<file path="src/rtl/fetch_unit.sv">
// Instruction-fetch stage: owns the PC, runs the request/ready instruction-memory port and fills IF/ID through a one-entry skid buffer.
// Optional build macro FETCH_PERF_CNT_EN adds the perf_fetched / perf_killed counter outputs.
module fetch_unit #(
    parameter logic [31:0] RESET_PC = 32'h0000_0000,
    parameter logic [31:0] NOP_INST = 32'h0000_0000
) (
    input  logic        clk,
    input  logic        reset,
    input  logic        stall,
    input  logic        redirect,
    input  logic [31:0] redirect_pc,
    output logic        im_req,
    output logic [31:0] im_addr,
    input  logic        im_ready,
    input  logic [31:0] im_inst,
    output logic        ifid_valid,
    output logic [31:0] ifid_inst,
    output logic [31:0] ifid_pc,
    output logic [31:0] ifid_pc4
`ifdef FETCH_PERF_CNT_EN
    ,
    output logic [31:0] perf_fetched,
    output logic [31:0] perf_killed
`endif
);

    typedef enum logic [1:0] {
        REQ,
        HOLD,
        DRAIN
    } state_t;

    state_t      state;
    logic [31:0] pc_q;
    logic        skid_valid;
    logic [31:0] skid_inst;
    logic [31:0] skid_pc;

    logic        done;
    logic        slot_free;
    logic [31:0] redirect_tgt;
    logic [31:0] pc_plus4;

    assign done         = im_req && im_ready;
    assign slot_free    = !stall || !ifid_valid;
    assign redirect_tgt = redirect_pc & 32'hFFFF_FFFC;
    assign pc_plus4     = pc_q + 32'd4;

    // im_addr is its own register so it can keep the old address in DRAIN while pc_q already holds the redirect target.
    always_ff @(posedge clk) begin
        if (reset) begin
            state      <= REQ;
            pc_q       <= RESET_PC;
            im_req     <= 1'b0;
            im_addr    <= RESET_PC;
            skid_valid <= 1'b0;
            skid_inst  <= NOP_INST;
            skid_pc    <= 32'd0;
            ifid_valid <= 1'b0;
            ifid_inst  <= NOP_INST;
            ifid_pc    <= 32'd0;
            ifid_pc4   <= 32'd0;
        end else if (redirect) begin
            ifid_valid <= 1'b0;
            ifid_inst  <= NOP_INST;
            skid_valid <= 1'b0;
            pc_q       <= redirect_tgt;
            if (im_req && !im_ready) begin
                state <= DRAIN;
            end else begin
                state   <= REQ;
                im_req  <= 1'b1;
                im_addr <= redirect_tgt;
            end
        end else begin
            case (state)
                REQ: begin
                    if (!im_req) begin
                        im_req  <= 1'b1;
                        im_addr <= pc_q;
                        if (!stall) begin
                            ifid_valid <= 1'b0;
                            ifid_inst  <= NOP_INST;
                        end
                    end else if (im_ready) begin
                        pc_q <= pc_plus4;
                        if (slot_free) begin
                            ifid_valid <= 1'b1;
                            ifid_inst  <= im_inst;
                            ifid_pc    <= pc_q;
                            ifid_pc4   <= pc_plus4;
                            im_addr    <= pc_plus4;
                        end else begin
                            skid_valid <= 1'b1;
                            skid_inst  <= im_inst;
                            skid_pc    <= pc_q;
                            im_req     <= 1'b0;
                            state      <= HOLD;
                        end
                    end else if (!stall) begin
                        ifid_valid <= 1'b0;
                        ifid_inst  <= NOP_INST;
                    end
                end
                HOLD: begin
                    // Restart the request in the same edge that drains the skid so no bubble is added.
                    if (!stall) begin
                        ifid_valid <= 1'b1;
                        ifid_inst  <= skid_inst;
                        ifid_pc    <= skid_pc;
                        ifid_pc4   <= skid_pc + 32'd4;
                        skid_valid <= 1'b0;
                        im_req     <= 1'b1;
                        im_addr    <= pc_q;
                        state      <= REQ;
                    end
                end
                DRAIN: begin
                    if (!stall) begin
                        ifid_valid <= 1'b0;
                        ifid_inst  <= NOP_INST;
                    end
                    if (im_ready) begin
                        im_addr <= pc_q;
                        state   <= REQ;
                    end
                end
                default: begin
                    state <= REQ;
                end
            endcase
        end
    end

`ifdef FETCH_PERF_CNT_EN
    logic        fetch_load;
    logic [31:0] kill_count;

    // A drained response is always a killed word, whether or not another redirect arrives with it.
    always_comb begin
        fetch_load = 1'b0;
        kill_count = 32'd0;
        if (!redirect) begin
            fetch_load = (state == REQ && done && slot_free) || (state == HOLD && !stall);
        end
        if (redirect) begin
            kill_count = 32'(ifid_valid) + 32'(skid_valid);
        end
        if (done && (redirect || state == DRAIN)) begin
            kill_count = kill_count + 32'd1;
        end
    end

    always_ff @(posedge clk) begin
        if (reset) begin
            perf_fetched <= 32'd0;
            perf_killed  <= 32'd0;
        end else begin
            perf_fetched <= perf_fetched + 32'(fetch_load);
            perf_killed  <= perf_killed + kill_count;
        end
    end
`endif

endmodule

</file>
<file path="config.mk">
export PLATFORM = sky130hd
export DESIGN_NAME = fetch_unit
export DESIGN_NICKNAME = d
export VERILOG_FILES = /design/src/rtl/fetch_unit.sv
export SDC_FILE = /design/constraint.sdc
export NUM_CORES = 1
export LEC_CHECK = 0
export ABC_AREA = 1
export CORE_AREA = 2 2 159 161
export CTS_CLUSTER_SIZE = 20
export DETAILED_ROUTE_END_ITERATION = 10
export DIE_AREA = 0 0 161 163
export GPL_ROUTABILITY_DRIVEN = 0
export PLACE_DENSITY = 0.75
export REMOVE_ABC_BUFFERS = 1
export SLEW_MARGIN = 20
export SYNTH_ARGS = -nofsm -noshare
export SYNTH_HDL_FRONTEND = slang
export SYNTH_SLANG_ARGS = --single-unit
</file>
<file path="constraint.sdc">
create_clock -name clk -period 3.84 [get_ports clk]
set_input_delay 0.384 -clock clk [delete_from_list [all_inputs] [get_ports clk]]
set_output_delay 0.384 -clock clk [all_outputs]
set_load 0.005 [all_outputs]
</file>
# Word level (Yosys, flattened, before mapping)
# Index checks and enable logic that the tools add are counted.
[totals]
register_bits = 228
latchBits = 0
ram_bits = 0
mem_bits_ro = 0
inputBits = 69
output_inout_bits = 130
elab_cells = 98
memories = 0
[op_classes]
n_addsub = 2
mul = 0
n_div = 0
n_lt_le_gt_ge = 0
eq_ne = 15
shift = 0
n_mux = 46
bitwise_logic = 2
reduce_logical = 22
[op_table]
columns = ["cell", "count"]
rows = [
  ["two-way mux 32 bit", 22],
  ["one-hot mux 32 bit (3 select lines)", 2],
  ["one-hot mux 32 bit (2 select lines)", 2],
  ["adder 32 x 3 -> 32 bit, second input constant", 2],
  ["!= test 3 bit, second input constant", 5],
  ["two-way mux 2 bit", 7],
  ["!= test 4 bit, second input constant", 3],
  ["AND reduction 3 bit", 4],
  ["AND reduction 6 bit", 2],
  ["two-way mux 1 bit", 10],
  ["!= test 2 bit, second input constant", 5],
  ["AND reduction 5 bit", 2],
  ["nonzero test 2 bit", 4],
  ["one-hot mux 2 bit (3 select lines)", 1],
  ["nonzero test 3 bit", 2],
  ["nonzero test 4 bit", 1],
  ["zero test 1 bit", 3],
  ["one-hot mux 1 bit (3 select lines)", 1],
  ["== test 2 x 1 -> 1 bit, second input constant", 1],
  ["== test 2 bit, second input constant", 1],
  ["zero test 2 bit", 1],
  ["inverter 1 bit", 2],
  ["one-hot mux 1 bit (2 select lines)", 1],
  ["OR reduction 2 bit", 1],
  ["2 further kinds", 2],
]

# Longest topological paths before layout
[logic_depth]
word_depth = 7
depth_mapped = 13
ltp_nobuf = 12

# Worst setup path before layout
# OpenSTA, ideal clock, no wires.
[synth_timing]
path_kind = "register -> register"
start = "register state[0]"
end = "register im_addr[4]"
setup_ps = 116
arrival_ps = 1598
t_required_ps = 3724
slack_ps = 2126
path_stages_with_launch = 10
n_path_buf = 1
period_less_slack_ps = 1714
cell_sequence = "dfxtp_1 inv_1 ha_1 nor2_2 inv_2 buf_2 nor2_1 o21ai_0 o21ai_0 nor2_1"
[synth_via]
elab_chain_len = 3
elab_cells_between_ends = 11
cone_classes = "eq/ne (6); mux (2); reduce/logical (3)"
[synth_rtl]
columns = ["element", "line_no", "source"]
rows = [
  ["start: declaration", "33", "state_t state;"],
  ["start signal: assignment", "52", "state <= REQ;"],
  ["start signal: assignment", "69", "state <= DRAIN;"],
  ["start signal: assignment", "71", "state <= REQ;"],
  ["== test 2 bit, or another cell as far along", "76", "case (state)"],
  ["!= test 3 bit (no line), or another cell as far along", "-", ""],
  ["AND reduction 6 bit (no line) / two-way mux 32 bit (equally long branches)", "-", ""],
  ["end signal: assignment", "73", "im_addr <= redirect_tgt;"],
  ["end signal: assignment", "80", "im_addr <= pc_q;"],
  ["end signal: assignment", "92", "im_addr <= pc_plus4;"],
  ["end: declaration", "13", "output logic [31:0] im_addr,"],
]
# Several ways; a longest one is shown, not always the timed one.
# A chain may end at the register's enable or synchronous reset.

# Final worst setup path
[layout_timing]
start = "register state[1]"
end = "register im_addr[28]"
# Same word-level chain as after synthesis.

==> out/results.ini <==
[synth]
synth_seq_cells = 218
ys_seq_area_share_pct = 39.88
ys_dominant_reg_cell = dfxtp_1
synth_compound_area_share_pct = 24.56
synth_edf_count = 0
synth_top_family_by_area = simple AND/OR/NAND/NOR gates
yosysWarnings = 0
syn_area_sq_um = 10940
synth_xor_area_share_pct = 1.669
syn_avg_cell_area_sq_um = 6.763
synth_cell_types = 38
synth_adder_area_share_pct = 0.6860
post_synth_mux_area_share_pct = 0
async_flop_share_pct = 0
synthSimpleGateAreaFrac_pct = 25.42
postSynthCellCount = 1618

[floorplanning]
die_w_um = 161
rows = 58
initial_utilization_pct = 44.35
die_y_um = 163
design.core.area_sq_um = 24670
num_io_pins = 199
dieArea_sq_um = 26240

[placement]
dpl-instance-area_sq_um = 12930
portBuffers = 190
dpl.hpwl_mm = 23.53
dp_cells = 2050

[timing]
hold_viol = 0
fmax_mhz = 363.5
max-slew-margin-rel_pct = 25.88
hold_slack_ps = 280.5
slew_violations = 0
fin_crit_sh_pct = 71.65
setup-tns-final_ps = 0
rsz0062_at_grt = no
tightest_slew_ps = 1111
setup_viol = 0
fin_crit_ps = 2751
skew_ps = 11.96

[finish]
drive_above_1_share_pct = 5.669
num-fill-cells = 2354
areaGrowthSynthToFinish_pct = 25.59
layout_common_cells = nand2_1, dfxtp_1, nor2_1
fin_area_sq_um = 13740
seq_area_sq_um = 4364
layout_commonest_cell = nand2_1
multi_input_area_sq_um = 5758
layoutNonFillerInstCount = 2095
layout.nets = 1822

[route]
vias_per_cell = 5.582
first_pass_iters = 5
vias = 11700
wire_per_inst_um = 17.06
postRouteAntennaNets = 0
dr_wl_met3_mm = 3.316
maxUsedRoutingLayer = met5
route.met2.wl_mm = 16.69
wl_met1_mm = 14.66
drtIter0Drc = 961
wirelength_mm = 35.75
drc = 0

[clock_network]
cts.clk_slew.worst_paths_ps = 60
postCtsSetupRepairBufs = 0
htreeDepth = 1
cts_tree = built
cts-root-buf = clkbuf_16
ctsResizeCount = 0
cts_made_buffers = 25
clockBufferDepth = 3
cts_sinks = 218
hold_buffers = 0
clock_latency_ps = 530

[power]
power_mw = 5.864
internal_power_mw = 4.256
switching_share_pct = 27.43
p_sw_mw = 1.608
pwr-share-seq_pct = 42.6
p_clk_share_pct = 40.9
vdd_drop_max_v = 0.0002656
power_density_nw_per_um2 = 426.7
power_leakage_nw = 5.007
p_comb_share_pct = 16.5

[grt]
grt_overflow = 0
grt_pass1_vias = 11210
grt_pass1_wl_mm = 56.66
antenna_found_initial = 1
grtUsageTotal_pct = 26.27
grt_max_degree = 82

[worst_setup_path]
crit_path_max_fanout = 30
critPathSlowestCell = inv_2
crit_family = simple AND/OR/NAND/NOR gates
cp.buffers_inverters = 2
path_cells = inv_1, ha_2, nor2_1, nand2_1, o21ai_0, nor2_1, nand2_1, inv_2, o21ai_0, a21oi_1
cpPeakStageDelay_ps = 630
required_ps = 4280
cp_data_arrival_time_ps = 3200
critPathLaunchType = register
path_class = register to register
end_kind = register

[worst_hold_path]
hp-class = primary input to register

[flow_run]
drv_cap = 0

[run_status]
status = complete, no violations

-- state kept, by name, indices dropped and copies added, names as in the netlist --
signal / flops
pc_q: 30
state: 2
im_req: 1
im_addr: 30
ifid_pc4: 30
skid_pc: 30
ifid_inst: 32
ifid_valid: 1
ifid_pc: 30
skid_inst: 32
-- worst reg2reg max path: cells and delay by family, from the launching register on --
kind	cells	cell delay, ps
adder cells (fa/ha/maj)	1	460
AND/OR/NAND/NOR	4	720
AO/OA/AOI/OAI	3	430
flip-flops	1	330
buffers and inverters	2	730
-- path summary, 6_finish.rpt --
check        depth (start not counted)  slack (ps)      endpoint    startpoint
max                                 10        1090   im_addr[28]      state[1]
min                                  4         280    ifid_valid      redirect
max reg2reg                         10        1090   im_addr[28]      state[1]
min reg2reg                          2         460  ifid_pc4[17]  ifid_pc4[17]
-- through the flow --
step	utilization (%)	setup WS [ps]
after detailed placement	52.41	967.7
after CTS	55.69	1041
after floorplan	-	553.1
after global routing	55.69	810.8
final	55.70	1089
after global placement	52.41	1070
-- final cells by class --
| type | instances | share of cell area, % |
|---|---|---|
| diodes | 1 | 0.01821 |
| repair buffers | 207 | 14.88 |
| clock inverters | 9 | 0.9104 |
| well taps | 330 | 3.004 |
| flip-flops and latches | 218 | 31.76 |
| clock buffers | 35 | 4.971 |
| multi-input cells | 1201 | 41.90 |
| inverters | 94 | 2.567 |
-- cell usage after synthesis, types with 5 or more instances --
master      n  area, sq um
nor2_4      5        56.30
o21ai_0   196        980.9
a31oi_1    56        350.3
inv_2      11        41.29
nand2_2     6        37.54
o21ai_1    21        105.1
nor2_2     11        68.82
buf_2      33        165.2
ha_1        6        75.07
nand4_1     8        50.05
xnor2_1     7        61.31
nor3_1      5        25.02
a32o_1     31        310.3
dfxtp_1   218         4364
buf_4       8        60.06
inv_1      83        311.6
nand3_1    58        290.3
xor2_1     12        105.1
nand2_1   384         1441
o211ai_1    6        45.04
clkbuf_1   54        202.7
nor2_1    198        743.2
a21oi_1   168        840.8
buf_1      11        41.29
-- power groups by stage --
stage	logic, mW	clock network, mW	registers (mW)
2_1_floorplan	0.439	0	2.53
5_1_grt	1.06	2.51	2.51
3_3_place_gp	0.944	0	2.54
6_report	0.968	2.40	2.50
3_5_place_dp	0.959	0	2.54
4_1_cts	0.965	2.43	2.50
-- cells by family after synthesis --
group                    after synthesis
adder cells (fa/ha/maj)                6
AO/OA/AOI/OAI                        485
buffers and inverters                204
flip-flops                           218
other                                  1
XOR/XNOR                              20
AND/OR/NAND/NOR                      684
-- layer usage --
metal | vias to the layer above | track usage (%)
met5 | - | 0
met4 | 2 | 9.578
met3 | 84 | 6.494
met2 | 518 | 44.01
met1 | 5420 | 32.89
li1 | 5671 | -
Note: power is estimated with default switching activity, not from simulation.
